File: src/rtl/ghost_lut_arbiter.sv
// Ghost sprite LUT arbiter: shares the single-read-port 768x3 sprite LUT between
// the four ghost renderers. Round-robin grant, one lookup per clock, 2-stage
// pipeline. The raw 3-bit LUT code is decoded into a pixel class using the
// requester's direction and the frill animation frame generated here.
module ghost_lut_arbiter #(
    parameter int ADDR_W    = 10,
    parameter int LUT_DEPTH = 768,
    parameter int FRILL_DIV = 8
) (
    input  logic              clk,
    input  logic              rst_n,
    input  logic [3:0]        req,
    input  logic [ADDR_W-1:0] blinky_addr,
    input  logic [ADDR_W-1:0] pinky_addr,
    input  logic [ADDR_W-1:0] inky_addr,
    input  logic [ADDR_W-1:0] clyde_addr,
    input  logic [3:0]        dir,
    input  logic              frame_tick,
    output logic [3:0]        gnt,
    output logic [ADDR_W-1:0] lut_addr,
    input  logic [2:0]        lut_pixel,
    output logic [3:0]        rsp_valid,
    output logic [1:0]        rsp_class,
    output logic              frill_frame
);

    localparam int CNT_W = (FRILL_DIV > 1) ? $clog2(FRILL_DIV) : 1;

    localparam logic [1:0] CLS_TRANS = 2'd0;
    localparam logic [1:0] CLS_BODY  = 2'd1;
    localparam logic [1:0] CLS_EYE   = 2'd2;
    localparam logic [1:0] CLS_WHITE = 2'd3;

    // Pixel class decode. Frill rows (13, 14) animate between two frames; the
    // other rows swap eye/white placement according to the ghost direction.
    function automatic logic [1:0] decode_pixel(
        input logic [2:0]        code,
        input logic [ADDR_W-1:0] addr,
        input logic              d,
        input logic              frame
    );
        logic [3:0] row;
        logic [1:0] cls;
        row = addr[7:4];
        cls = CLS_TRANS;
        if (32'(addr) >= 32'(LUT_DEPTH)) begin
            cls = CLS_TRANS;
        end else if ((row == 4'd13) || (row == 4'd14)) begin
            case (code)
                3'b000:  cls = CLS_TRANS;
                3'b001:  cls = CLS_BODY;
                3'b010:  cls = frame ? CLS_TRANS : CLS_BODY;
                3'b011:  cls = frame ? CLS_BODY : CLS_TRANS;
                3'b100:  cls = CLS_BODY;
                3'b101:  cls = CLS_BODY;
                3'b110:  cls = CLS_BODY;
                3'b111:  cls = CLS_TRANS;
                default: cls = CLS_TRANS;
            endcase
        end else begin
            case (code)
                3'b000:  cls = CLS_TRANS;
                3'b001:  cls = CLS_BODY;
                3'b010:  cls = CLS_EYE;
                3'b011:  cls = d ? CLS_BODY  : CLS_WHITE;
                3'b100:  cls = d ? CLS_BODY  : CLS_EYE;
                3'b101:  cls = d ? CLS_WHITE : CLS_BODY;
                3'b110:  cls = d ? CLS_EYE   : CLS_BODY;
                3'b111:  cls = CLS_TRANS;
                default: cls = CLS_TRANS;
            endcase
        end
        return cls;
    endfunction

    // Round-robin pointer (last granted index) and pipeline registers.
    logic [1:0]        rr_q,        rr_d;
    logic              s1_valid_q,  s1_valid_d;
    logic [ADDR_W-1:0] s1_addr_q,   s1_addr_d;
    logic              s1_dir_q,    s1_dir_d;
    logic [1:0]        s1_tag_q,    s1_tag_d;
    logic [3:0]        rsp_valid_q, rsp_valid_d;
    logic [1:0]        rsp_class_q, rsp_class_d;
    logic [CNT_W-1:0]  frill_cnt_q, frill_cnt_d;
    logic              frill_q,     frill_d;

    logic [7:0]        req_dbl_s;
    logic [2:0]        rot_sh_s;
    logic [3:0]        req_rot_s;
    logic [1:0]        gnt_off_s;
    logic              gnt_any_s;
    logic [1:0]        gnt_idx_s;
    logic [ADDR_W-1:0] sel_addr_s;
    logic [1:0]        cls_s;

    // Rotate requests so bit 0 is the highest-priority requester, then pick the first set bit.
    always_comb begin
        req_dbl_s = {req, req};
        rot_sh_s  = {1'b0, rr_q} + 3'd1;
        req_rot_s = req_dbl_s[rot_sh_s +: 4];
        gnt_off_s = 2'd0;
        gnt_any_s = 1'b1;
        casez (req_rot_s)
            4'b???1: gnt_off_s = 2'd0;
            4'b??10: gnt_off_s = 2'd1;
            4'b?100: gnt_off_s = 2'd2;
            4'b1000: gnt_off_s = 2'd3;
            default: gnt_any_s = 1'b0;
        endcase
        gnt_idx_s = rr_q + 2'd1 + gnt_off_s;
    end

    // Address mux for the granted requester.
    always_comb begin
        sel_addr_s = blinky_addr;
        case (gnt_idx_s)
            2'd0:    sel_addr_s = blinky_addr;
            2'd1:    sel_addr_s = pinky_addr;
            2'd2:    sel_addr_s = inky_addr;
            2'd3:    sel_addr_s = clyde_addr;
            default: sel_addr_s = blinky_addr;
        endcase
    end

    assign gnt = (rst_n && gnt_any_s) ? (4'b0001 << gnt_idx_s) : 4'b0000;

    // Next state for the pointer, stage 1 capture, stage 2 response and frill animation.
    always_comb begin
        rr_d        = rr_q;
        s1_valid_d  = gnt_any_s;
        s1_addr_d   = s1_addr_q;
        s1_dir_d    = s1_dir_q;
        s1_tag_d    = s1_tag_q;
        if (gnt_any_s) begin
            rr_d      = gnt_idx_s;
            s1_addr_d = sel_addr_s;
            s1_dir_d  = dir[gnt_idx_s];
            s1_tag_d  = gnt_idx_s;
        end else begin
            rr_d      = rr_q;
        end

        // Frame is the frill state seen while the lookup sits in stage 1.
        cls_s = decode_pixel(lut_pixel, s1_addr_q, s1_dir_q, frill_q);
        if (s1_valid_q) begin
            rsp_valid_d = 4'b0001 << s1_tag_q;
            rsp_class_d = cls_s;
        end else begin
            rsp_valid_d = 4'b0000;
            rsp_class_d = CLS_TRANS;
        end

        frill_cnt_d = frill_cnt_q;
        frill_d     = frill_q;
        if (frame_tick) begin
            if (frill_cnt_q == CNT_W'(FRILL_DIV - 1)) begin
                frill_cnt_d = '0;
                frill_d     = ~frill_q;
            end else begin
                frill_cnt_d = frill_cnt_q + CNT_W'(1);
            end
        end else begin
            frill_cnt_d = frill_cnt_q;
        end
    end

    // State registers with synchronous active-low reset; reset drops in-flight lookups.
    always_ff @(posedge clk) begin
        if (!rst_n) begin
            rr_q        <= 2'd3;
            s1_valid_q  <= 1'b0;
            s1_addr_q   <= '0;
            s1_dir_q    <= 1'b0;
            s1_tag_q    <= 2'd0;
            rsp_valid_q <= 4'b0000;
            rsp_class_q <= CLS_TRANS;
            frill_cnt_q <= '0;
            frill_q     <= 1'b0;
        end else begin
            rr_q        <= rr_d;
            s1_valid_q  <= s1_valid_d;
            s1_addr_q   <= s1_addr_d;
            s1_dir_q    <= s1_dir_d;
            s1_tag_q    <= s1_tag_d;
            rsp_valid_q <= rsp_valid_d;
            rsp_class_q <= rsp_class_d;
            frill_cnt_q <= frill_cnt_d;
            frill_q     <= frill_d;
        end
    end

    assign lut_addr    = s1_addr_q;
    assign rsp_valid   = rsp_valid_q;
    assign rsp_class   = rsp_class_q;
    assign frill_frame = frill_q;

endmodule

File: config.mk
export PLATFORM = sky130hd
export DESIGN_NAME = ghost_lut_arbiter
export DESIGN_NICKNAME = d
export VERILOG_FILES = /design/src/rtl/ghost_lut_arbiter.sv
export SDC_FILE = /design/constraint.sdc
export NUM_CORES = 1
export LEC_CHECK = 0
export BUFFER_PORTS_ARGS = -buffer_cell sky130_fd_sc_hd__buf_2
export CELL_PAD_IN_SITES_DETAIL_PLACEMENT = 0
export CELL_PAD_IN_SITES_GLOBAL_PLACEMENT = 2
export CORE_ASPECT_RATIO = 2
export CORE_MARGIN = 1
export CORE_UTILIZATION = 27
export CTS_CLUSTER_DIAMETER = 40
export CTS_CLUSTER_SIZE = 14
export DETAILED_ROUTE_END_ITERATION = 10
export PLACE_DENSITY_LB_ADDON = 0.2
export SLEW_MARGIN = 15
export SYNTH_ARGS = -nofsm -noshare
export SYNTH_HDL_FRONTEND = slang
export SYNTH_SLANG_ARGS = --single-unit
File: constraint.sdc
create_clock -name clk -period 3.3 [get_ports clk]
set_input_delay 0.495 -clock clk [delete_from_list [all_inputs] [get_ports clk]]
set_output_delay 0.495 -clock clk [all_outputs]
set_load 0.01 [all_outputs]
# == Word level (Yosys, flattened, before mapping) ==
# Index checks and enable logic that the tools add are counted.
# word_totals
out_inout_bits,21
regBits,26
wordCells,63
# classes
n_reduce_logical,10
n_lt_le_gt_ge,2
n_bitwise,3
shift,3
n_eq_ne,16
add_sub_neg,4
n_mux,16
# op_table
op,count
one-hot mux 10 bit (4 select lines),1
equality test 3 bit (second input constant),6
one-hot mux 2 bit (7 select lines),1
equality test 4 bit (second input constant),3
greater-or-equal comparator 10 bit (second input constant),1
two-way mux 2 bit,5
one-hot mux 2 bit (4 select lines),1
OR reduction 4 bit,2
indexed part select 8 x 4 -> 4 bit,1
left shift 1 x 2 -> 4 bit (first input constant),2
equality test 2 bit (second input constant),3
equality test 3 x 2 -> 1 bit (second input constant),2
one-hot mux 2 bit (3 select lines),1
two-way mux 1 bit,4
two-way mux 4 bit,1
AND reduction 2 bit,2
adder 2 x 1 -> 3 bit (second input constant),1
adder 3 x 1 -> 3 bit (second input constant),1
equality test 3 x 1 -> 1 bit (second input constant),1
zero test 3 bit,1
< comparator 2 x 3 -> 1 bit (second input constant),1
two-way mux 3 bit,1
inverter 1 bit,3
OR reduction 3 bit,1
other kinds (8),8

# == Logic depth before layout (Yosys ltp) ==
# Gate-level depths: netlist of the first run.
# logic_depth
ltp_word,7
depth_mapped,12
ltp_nobuf,11

# == Least setup slack after synthesis of the first run ==
# Ideal clock, no wire load.
# synth_path
kind,in2out
start,in req[3]
end,out gnt[2]
cell_stages,9
path_buffers,3
setup_slack_ns,0.441
arrival_ns,2.364
path_cell_list,buf_6 or2_1 or2_2 a31oi_1 a211oi_1 ha_1 clkbuf_1 clkbuf_1 nor3b_2
# synth_via
elab_chain_len,6
elab_cells_between_ends,11
# synth_lines
element,line,rtl
"start, declared",12,"input logic [3:0] req,"
indexed part select 8 x 4 -> 4 bit (*),100,req_rot_s = req_dbl_s[rot_sh_s +: 4];
"equality test 4 bit, or another cell as far along",103,casez (req_rot_s)
one-hot mux 2 bit (3 select lines) / OR reduction 4 bit (equally long branches),n/a,
adder 2 bit / two-way mux 1 bit (equally long branches),"110, 103",
left shift 1 x 2 -> 4 bit / logical AND 1 bit (equally long branches),125,assign gnt = (rst_n && gnt_any_s) ? (4'b0001 << gnt_idx_s) : 4'b0000;
two-way mux 4 bit (*),125,
"end, declared",19,"output logic [3:0] gnt,"
# Every way passes the cells marked *; elsewhere a longest branch is shown, timed or not.

# == Worst setup path in the final report of the first run ==
# layout_path
start,reg rr_q[0]
end,out gnt[1]
# layout_via
elab_chain_len,7
elab_cells_between_ends,13
# layout_lines
element,line,rtl
"start, declared",77,"logic [1:0] rr_q, rr_d;"
"start signal, assigned",180,rr_q <= rr_d;
adder 2 x 1 -> 3 bit,99,"rot_sh_s = {1'b0, rr_q} + 3'd1;"
indexed part select 8 x 4 -> 4 bit,100,
"equality test 4 bit, or another cell as far along",103,
one-hot mux 2 bit (3 select lines) / OR reduction 4 bit (equally long branches),n/a,
adder 2 bit / two-way mux 1 bit (equally long branches),"110, 103",
left shift 1 x 2 -> 4 bit / logical AND 1 bit (equally long branches),125,
two-way mux 4 bit (*),125,
# Marked as above.

==> impl_metrics.tcl, run 1 <==
set metrics [dict create \
    num_antenna_cells 0 \
    fin_nets 331 \
    fin_crit_ns 3.03 \
    path_class "register to output port" \
    synth-seq-cells 26 \
    cp.required_ns 2.80 \
    syn_nets 264 \
    ys.flop_type "dfxtp_1" \
    worst_slack_ns 0.269 \
    wire_per_inst_um 14.6 \
    slew_viol_final 0 \
    initial_core_util 0.283 \
    fin_crit_sh 0.919 \
    grt_pass1_vias 1709 \
    maxCapViolations 0 \
    arrival_ns 2.54 \
    port_buffers 74 \
    via_count 1751 \
    track_usage 0.159 \
    cts_max_path_buffers 2 \
    rows 41 \
    worstPathMaxFanout 9 \
    drc 0 \
    vias_per_cell 4.89 \
    yosysUniqueCellTypes 40 \
    async_flop_share 0 \
    antenna_left 0 \
    fp.dieW_um 59.8 \
    dieArea_um2 7020 \
    status "completed" \
    vdd_ir_drop_max_uv 388 \
    path_buf_inv 1 \
    critPathSlowestCell "dfxtp_1" \
    netlist_area_um2 1800 \
    fmax_mhz 330 \
    synth_warnings 0 \
    multiInputGateArea_um2 1150 \
    dpl_cell_area_um2 2210 \
    ctsHoldBuffers 0 \
    syn_inst 206 \
    power.share.clock 0.138 \
    combPwrFrac 0.636 \
    internal-power_mw 1.22 \
    synth_xor_area_frac 0.0326 \
    finish.utilization 0.362 \
    fin_skew_ns 0.00137 \
    crit_path_max_incr_delay_ns 0.49 \
    drtIter0Drc 80 \
    overflow 0 \
    wirelength_um 5210 \
    cts-htree-levels 1 \
    dp_hpwl_um 4060 \
    synth_compound_area_frac 0.337 \
    synthMuxAreaShare 0.0833 \
    yosysSeqAreaShare 0.289 \
    hold_viol_final 0 \
    cts.sinks 26 \
    die_h_um 118 \
    tritoncts "yes" \
    path_delay_family "compound AO/OA/AOI/OAI gates" \
    cts_buffers 3 \
    synth.area.top_cells "dfxtp_1 29%, a22oi_1 8.8%, mux2i_1 8.3%" \
    power_switching_share 0.450 \
    grt_start_max_net_pins 24 \
    synth_top_family_by_area "compound AO/OA/AOI/OAI gates" \
    yosys.area_share.simple 0.157 \
    path_clk_slew_ns 0.07 \
    final-setup-viol-count 0 \
    syn_to_final_growth_pct 27.6 \
    regArea_um2 520 \
    worstSetupEndpointType "output port" \
    cts_resized 0 \
    clock_latency_ns 0.26 \
    synth_largest_area_cell "dfxtp_1" \
    layout_commonest_cell "buf_2" \
    postCtsSetupBuffers 0 \
    mostFrequentLayoutCells "74 x buf_2, 27 x nor2_1, 26 x dfxtp_1" \
    rsz0062_at_grt "no" \
    fin_area_um2 2300 \
    worst_pin_slew_ns 0.879 \
    synth_top_cell_area_share 0.289 \
    setup_tns_ns 0 \
    p_leak_nw 1.08 \
    ioPinCount 75 \
    yosys.area_share.adder 0.0278 \
    drive_gt1_frac 0.390 \
    cts-root-buf "clkbuf_16" \
    grt_pass1_wl_um 8510 \
    syn_area_per_cell_um2 8.75 \
    max_slew_margin 0.414 \
    powerDensity_nw_per_um2 961 \
    path_cells "nor3_1 > a311oi_1 > a31oi_1 > a211oi_1 > ha_1 > xor2_2 > xnor2_2 > and3_1 > buf_2" \
    synth_edf_count 0 \
    place_congestion 0.750 \
    core-area_um2 6360 \
    antenna_found_initial 0 \
    setup.worst_path.start_class "register" \
    min_path_type "register to register" \
    drt_pre_antenna_iters 4 \
    power_switching_mw 0.995 \
    nFillCells 736 \
    p_seq_frac 0.226 \
    place_ws_ns 0.241 \
]
-- worst reg2reg max path, cell delays in order (launching register included) --
cell and delay (ns):
dfxtp_1 0.39, or2_1 0.28, or2_2 0.27, a31oi_1 0.17
a211oi_1 0.09, ha_1 0.24, xor2_2 0.18, nor2_2 0.71
a22oi_1 0.18, nor2_1 0.15, a211oi_2 0.04
-- final timing paths --
kind / from / endpoint / slack, ns / cells past startpoint
worst min register to register: s1_tag_q[0]$_SDFFE_PN0N_ / rsp_valid[2]$_SDFF_PN0_ / 0.47 / 1
worst max register to register: rr_q[0]$_SDFFE_PN1N_ / lut_addr[6]$_SDFFE_PN0N_ / 0.47 / 10
worst min-delay path: s1_tag_q[0]$_SDFFE_PN0N_ / rsp_valid[2]$_SDFF_PN0_ / 0.47 / 1
worst max-delay path: rr_q[0]$_SDFFE_PN1N_ / gnt[1] / 0.27 / 9
-- registers in the layout, summed over array words and instances (netlist names) --
signal,flops
frill_cnt_q,3
frill_frame,1
lut_addr,10
rr_q,2
rsp_class,2
rsp_valid,4
s1_dir_q,1
s1_tag_q,2
s1_valid_q,1
-- area by class of cell --
class / instances / share of cell area
Clock buffer: 4 / 0.0386
Inverter: 9 / 0.0147
Multi-Input combinational cell: 155 / 0.499
Sequential cell: 26 / 0.226
Tap cell: 86 / 0.0468
Timing Repair Buffer: 78 / 0.174
-- power by group through the flow --
stage | Sequential, mW | Clock, mW | Combinational, mW
2_1_floorplan | 0.491 | 0 | 1.10
3_3_place_gp | 0.513 | 0 | 1.42
3_5_place_dp | 0.509 | 0 | 1.42
4_1_cts | 0.503 | 0.307 | 1.43
5_1_grt | 0.515 | 0.322 | 1.56
6_report | 0.500 | 0.305 | 1.41
-- per-stage QoR --
step / hold slack [ns] / total power, mW / instances
finish: 0.471 / 2.21 / 358
global route: 0.508 / 2.40 / 358
CTS: 0.470 / 2.24 / 358
detailed placement: 0.458 / 1.93 / 354
global placement: 0.467 / 1.93 / 354
floorplan: 0.427 / 1.59 / 206
-- routing by layer --
layer,track usage,share of wire,routed length (um)
met2,0.285,0.53,2760
met5,0,0,0
met4,0.0523,0.013,70
met3,0.0220,0.040,207
met1,0.183,0.42,2170
-- synth_stat cells (2+ instances only) --
| library cell | n |
|---|---|
| inv_1 | 8 |
| and3_1 | 4 |
| o32ai_2 | 2 |
| nor2_1 | 27 |
| a21oi_1 | 6 |
| or2_2 | 2 |
| mux2i_1 | 15 |
| a211oi_2 | 11 |
| a211oi_1 | 2 |
| buf_4 | 5 |
| clkbuf_1 | 5 |
| a31oi_1 | 2 |
| nor3_1 | 5 |
| buf_6 | 2 |
| a22o_1 | 11 |
| dfxtp_1 | 26 |
| o21ai_0 | 14 |
| nand2_1 | 8 |
| nand3_1 | 3 |
| buf_2 | 4 |
| xor2_1 | 2 |
| ha_1 | 4 |
| a22oi_1 | 21 |
-- logic make-up after synthesis --
kind of cell,after synthesis
fa+ha+maj,4
mux,15
compound gates,73
buf+inv,25
flops,26
simple gates,58
xor+xnor,5
(Power assumes the default switching activity.)
==> run 2, diff against run 1 <==
--- a/config.mk
+++ b/config.mk
@@ -8,13 +8,14 @@
 export BUFFER_PORTS_ARGS = -buffer_cell sky130_fd_sc_hd__buf_2
 export CELL_PAD_IN_SITES_DETAIL_PLACEMENT = 0
 export CELL_PAD_IN_SITES_GLOBAL_PLACEMENT = 2
-export CORE_ASPECT_RATIO = 2
+export CORE_ASPECT_RATIO = 0.6
 export CORE_MARGIN = 1
 export CORE_UTILIZATION = 27
 export CTS_CLUSTER_DIAMETER = 40
 export CTS_CLUSTER_SIZE = 14
 export DETAILED_ROUTE_END_ITERATION = 10
 export PLACE_DENSITY_LB_ADDON = 0.2
+export SETUP_SLACK_MARGIN = 0.1
 export SLEW_MARGIN = 15
 export SYNTH_ARGS = -nofsm -noshare
 export SYNTH_HDL_FRONTEND = slang
==> run 2 against run 1 <==
Net effect:
- worst setup slack improved by 0.13 ns
- critical path depth unchanged
- largest cell class unchanged
- flip-flop and latch count unchanged
- clock skew increased by 0.0096 ns
- critical path type unchanged
- power decreased by 5.1%
- hold slack improved by 0.00057 ns
==> impl_metrics.tcl, run 2 (synthesis gave the netlist of run 1 again) <==
set metrics [dict create \
    status "completed" \
    overflow 0 \
    p_leak_nw 1.06 \
    rsz0062_at_grt "no" \
    r2r-end "lut_addr[7]$_SDFFE_PN0N_" \
    via_count 1748 \
    worst_pin_slew_ns 0.864 \
    internal-power_mw 1.13 \
    p_seq_frac 0.237 \
    tritoncts "yes" \
    cts_resized 0 \
    maxCapViolations 0 \
    syn_to_final_growth_pct 25.7 \
    holdPathStages 1 \
    critPathSlowestCell "dfxtp_2" \
    regArea_um2 522 \
    power_switching_share 0.460 \
    die_h_um 65.3 \
    path_delay_family "compound AO/OA/AOI/OAI gates" \
    antenna_found_initial 0 \
    fp.dieW_um 107 \
    antenna_left 0 \
    place_congestion 0.765 \
    core-area_um2 6280 \
    worst_slack_ns 0.398 \
    cp.required_ns 2.80 \
    rows 22 \
    initial_core_util 0.287 \
    grt_pass1_wl_um 7930 \
    fin_crit_sh 0.879 \
    cts-htree-levels 1 \
    path_clk_slew_ns 0.09 \
    port_buffers 74 \
    fmax_mhz 345 \
    grt_pass1_vias 1653 \
    path_buf_inv 1 \
    rr_worst_depth 10 \
    track_usage 0.144 \
    nFillCells 664 \
    fin_crit_ns 2.90 \
    cp.depth 9 \
    cts_buffers 3 \
    fin_skew_ns 0.0110 \
    hp-start "s1_tag_q[1]$_SDFFE_PN0N_" \
    setup_tns_ns 0 \
    final-setup-viol-count 0 \
    cts-root-buf "clkbuf_8" \
    wire_per_inst_um 13.7 \
    largest_reg_flops 10 \
    place_ws_ns 0.260 \
    r2r_slack_ns 0.54 \
    drt_pre_antenna_iters 4 \
    max_slew_margin 0.423 \
    ctsHoldBuffers 0 \
    postCtsSetupBuffers 0 \
    dp_hpwl_um 3790 \
    combPwrFrac 0.662 \
    num_antenna_cells 0 \
    worstPathMaxFanout 9 \
    crit_path_max_incr_delay_ns 0.42 \
    path_class "register to output port" \
    powerDensity_nw_per_um2 927 \
    drive_gt1_frac 0.393 \
    multiInputGateArea_um2 1150 \
    mostFrequentLayoutCells "74 x buf_2, 27 x nor2_1, 25 x dfxtp_1" \
    hold_viol_final 0 \
    clock_latency_ns 0.27 \
    layout_commonest_cell "buf_2" \
    min_path_type "register to register" \
    vdd_ir_drop_max_uv 344 \
    setup.worst_path.start_class "register" \
    wirelength_um 4870 \
    drtIter0Drc 52 \
    worstSetupEndpointType "output port" \
    rr_startpoint "rr_q[0]$_SDFFE_PN1N_" \
    drc 0 \
    grt_start_max_net_pins 24 \
    dieArea_um2 7010 \
    min_to "rsp_valid[1]$_SDFF_PP0_" \
    ioPinCount 75 \
    cts.sinks 26 \
    path_cells "nor3_1 > a311oi_1 > a31oi_1 > a211oi_1 > ha_1 > xor2_2 > xnor2_2 > and3_1 > buf_2" \
    slew_viol_final 0 \
    power_switching_mw 0.966 \
    power.share.clock 0.100 \
    vias_per_cell 4.91 \
    cts_max_path_buffers 2 \
    fin_nets 331 \
    arrival_ns 2.41 \
]
-- run 2: cell counts in the layout (fill, tap and decap cells not counted) --
Identical to the previous run, type by type.
-- run 2: through the flow --
| stage | hold slack, ns | cell area [um^2] | power (mW) | utilization | instances |
|---|---|---|---|---|---|
| after global routing | 0.509 | 2260 | 2.28 | 0.361 | 356 |
| after floorplan | 0.427 | 1800 | 1.59 | - | 206 |
| final | 0.471 | 2260 | 2.10 | 0.361 | 356 |
| after detailed placement | 0.456 | 2210 | 1.90 | 0.352 | 352 |
| after CTS | 0.476 | 2260 | 2.12 | 0.361 | 356 |
| after global placement | 0.457 | 2210 | 1.91 | 0.352 | 352 |
-- run 2: power groups by stage --
stage	clock (mW)	combinational (mW)	sequential (mW)
after global routing	0.229	1.54	0.512
final	0.211	1.39	0.498
after global placement	0	1.40	0.507
after detailed placement	0	1.40	0.502
after CTS	0.215	1.40	0.498
after floorplan	0	1.10	0.491
-- run 2: final cells by class --
| class | count | share of cell area |
|---|---|---|
| Multi-Input combinational cell | 155 | 0.507 |
| Clock buffer | 4 | 0.0243 |
| Sequential cell | 26 | 0.230 |
| Inverter | 9 | 0.0149 |
| Timing Repair Buffer | 78 | 0.177 |
| Tap cell | 84 | 0.0464 |
-- run 2: how the worst max path moves through the flow --
stage,startpoint,end,slack [ns]
3_3_place_gp,req[2],lut_addr[0]$_SDFFE_PN0N_,0.30
5_1_grt,rr_q[0]$_SDFFE_PN1N_,gnt[1],0.19
2_1_floorplan,req[3],gnt[2],0.44
3_5_place_dp,req[3],lut_addr[7]$_SDFFE_PN0N_,0.26
4_1_cts,rr_q[0]$_SDFFE_PN1N_,gnt[1],0.29
6_report,rr_q[0]$_SDFFE_PN1N_,gnt[1],0.40
-- run 2: metal layers --
metal	track usage	up-vias	routed length, um
met4	0.0223	0	16
li1	-	895	-
met5	0	-	0
met1	0.200	810	2560
met3	0.0278	2	190
met2	0.236	41	2100
==> run 3, diff against run 2 <==
--- a/config.mk
+++ b/config.mk
@@ -5,15 +5,16 @@
 export SDC_FILE = /design/constraint.sdc
 export NUM_CORES = 1
 export LEC_CHECK = 0
-export BUFFER_PORTS_ARGS = -buffer_cell sky130_fd_sc_hd__buf_2
+export BUFFER_PORTS_ARGS = -buffer_cell sky130_fd_sc_hd__buf_4
 export CELL_PAD_IN_SITES_DETAIL_PLACEMENT = 0
 export CELL_PAD_IN_SITES_GLOBAL_PLACEMENT = 2
 export CORE_ASPECT_RATIO = 0.6
 export CORE_MARGIN = 1
-export CORE_UTILIZATION = 27
+export CORE_UTILIZATION = 29
 export CTS_CLUSTER_DIAMETER = 40
 export CTS_CLUSTER_SIZE = 14
 export DETAILED_ROUTE_END_ITERATION = 10
+export MAX_ROUTING_LAYER = met4
 export PLACE_DENSITY_LB_ADDON = 0.2
 export SETUP_SLACK_MARGIN = 0.1
 export SLEW_MARGIN = 15
==> constraint.sdc (replaced) <==
create_clock -name clk -period 3.7 [get_ports clk]
set_input_delay 0.555 -clock clk [delete_from_list [all_inputs] [get_ports clk]]
set_output_delay 0.555 -clock clk [all_outputs]
set_load 0.01 [all_outputs]
==> run 3 against run 2 <==
Net effect:
- non-clock buffer count is 1 lower
- highest routed layer unchanged
- routed wire length is 0.18% lower
- global-route usage is 1.5 points higher
- worst setup slack better by 0.20 ns
==> impl_metrics.tcl, run 3 (synthesis gave the netlist of run 1 again) <==
set metrics [dict create \
    fin_crit_ns 3.11 \
    wire_per_inst_um 13.8 \
    path_class "register to output port" \
    route.layer.met1.wl_um 2510 \
    core-area_um2 5780 \
    mostFrequentLayoutCells "77 x buf_4, 27 x nor2_1, 26 x dfxtp_1" \
    largest_reg_flops 10 \
    ctsHoldBuffers 0 \
    rsz0062_at_grt "no" \
    slew_viol_final 0 \
    clock_latency_ns 0.27 \
    syn_to_final_growth_pct 35.2 \
    cts_max_path_buffers 2 \
    setup_tns_ns 0 \
    grt_start_max_net_pins 24 \
    antenna_found_initial 0 \
    min_path_type "register to register" \
    r2r-end "lut_addr[3]$_SDFFE_PN0N_" \
    drtIter0Drc 41 \
    worstPathMaxFanout 15 \
    powerDensity_nw_per_um2 782 \
    grt_pass1_wl_um 8270 \
    dieArea_um2 6540 \
    final-setup-viol-count 0 \
    drc 0 \
    cts_buffers 3 \
    via_count 1745 \
    p_leak_nw 1.11 \
    route.met3.wl_um 140 \
    port_buffers 74 \
    die_h_um 63.1 \
    layout_commonest_cell "buf_4" \
    place_congestion 0.735 \
    cts.sinks 26 \
    dpl_cell_area_um2 2380 \
    hp-start "s1_tag_q[1]$_SDFFE_PN0N_" \
    rr_worst_depth 9 \
    fin_skew_ns 0.00529 \
    track_usage 0.160 \
    tritoncts "yes" \
    whs_ns 0.477 \
    cts-root-buf "clkbuf_8" \
    dp_hpwl_um 3750 \
    fp.dieW_um 104 \
    drt_pre_antenna_iters 4 \
    dp.cells 347 \
    fin_cells 351 \
    max_slew_margin 0.431 \
    nFillCells 606 \
    worstSetupEndpointType "output port" \
    routed.top_layer "met4" \
    holdPathStages 1 \
    initial_core_util 0.312 \
    fin_crit_sh 0.839 \
    rr_startpoint "rr_q[0]$_SDFFE_PN1N_" \
    cts-htree-levels 1 \
    antenna_left 0 \
    drive_gt1_frac 0.387 \
    cp.required_ns 3.14 \
    path_clk_slew_ns 0.09 \
    vdd_ir_drop_max_uv 271 \
    maxCapViolations 0 \
    status "completed" \
    overflow 0 \
    wirelength_um 4860 \
    rows 21 \
    postCtsSetupBuffers 0 \
    fin_nets 330 \
    worst_pin_slew_ns 0.852 \
    finish.utilization 0.421 \
    fmax_mhz 322 \
    arrival_ns 2.55 \
    hold_viol_final 0 \
    r2r_slack_ns 0.86 \
    fin_area_um2 2440 \
    ioPinCount 75 \
    cts_resized 0 \
    vias_per_cell 4.97 \
    min_to "rsp_valid[1]$_SDFF_PP0_" \
    routed-wl-met2_um 2200 \
    grt_pass1_vias 1700 \
    num_antenna_cells 0 \
    setup.worst_path.start_class "register" \
]
[run 3: metrics by stage]
step	power (mW)	setup WS [ns]
final	1.90	0.595
after detailed placement	1.74	0.590
after global placement	1.73	0.669
after CTS	1.93	0.561
after floorplan	1.42	0.721
after global routing	2.06	0.374
[run 3: worst max-delay path by stage]
stage,end,from,depth (start not counted)
after floorplan,gnt[2],req[3],9
after global placement,lut_addr[2]$_SDFFE_PN0N_,req[3],11
after detailed placement,lut_addr[3]$_SDFFE_PN0N_,req[3],10
after CTS,gnt[0],rr_q[0]$_SDFFE_PN1N_,9
after global routing,gnt[0],rr_q[0]$_SDFFE_PN1N_,9
final,gnt[2],rr_q[0]$_SDFFE_PN1N_,7
[run 3: cell type report]
cell class	instances	area (um^2)	area share
Inverter	9	33.8	0.0139
Multi-Input combinational cell	155	1150	0.471
Sequential cell	26	520	0.214
Clock buffer	4	55.1	0.0226
Tap cell	80	100	0.0411
Timing Repair Buffer	77	578	0.237
[run 3: power breakdown]
part	internal (mW)	switching, mW
clock network	0.0952	0.0911
logic	0.598	0.679
registers	0.363	0.0782
total	1.06	0.848
[run 3: per-layer routing]
layer / track usage / vias up
met5: - / -
met4: 0.0125 / 0
met3: 0.0248 / 2
met2: 0.258 / 42
met1: 0.220 / 807
li1: - / 894
[run 3: worst max-delay path, cell delays in order, from the launching register on]
cell	delay, ns
dfxtp_1	0.41
or2_1	0.28
or2_2	0.27
a31oi_1	0.19
a211oi_1	0.09
ha_1	0.65
nor3b_2	0.25
buf_4	0.14
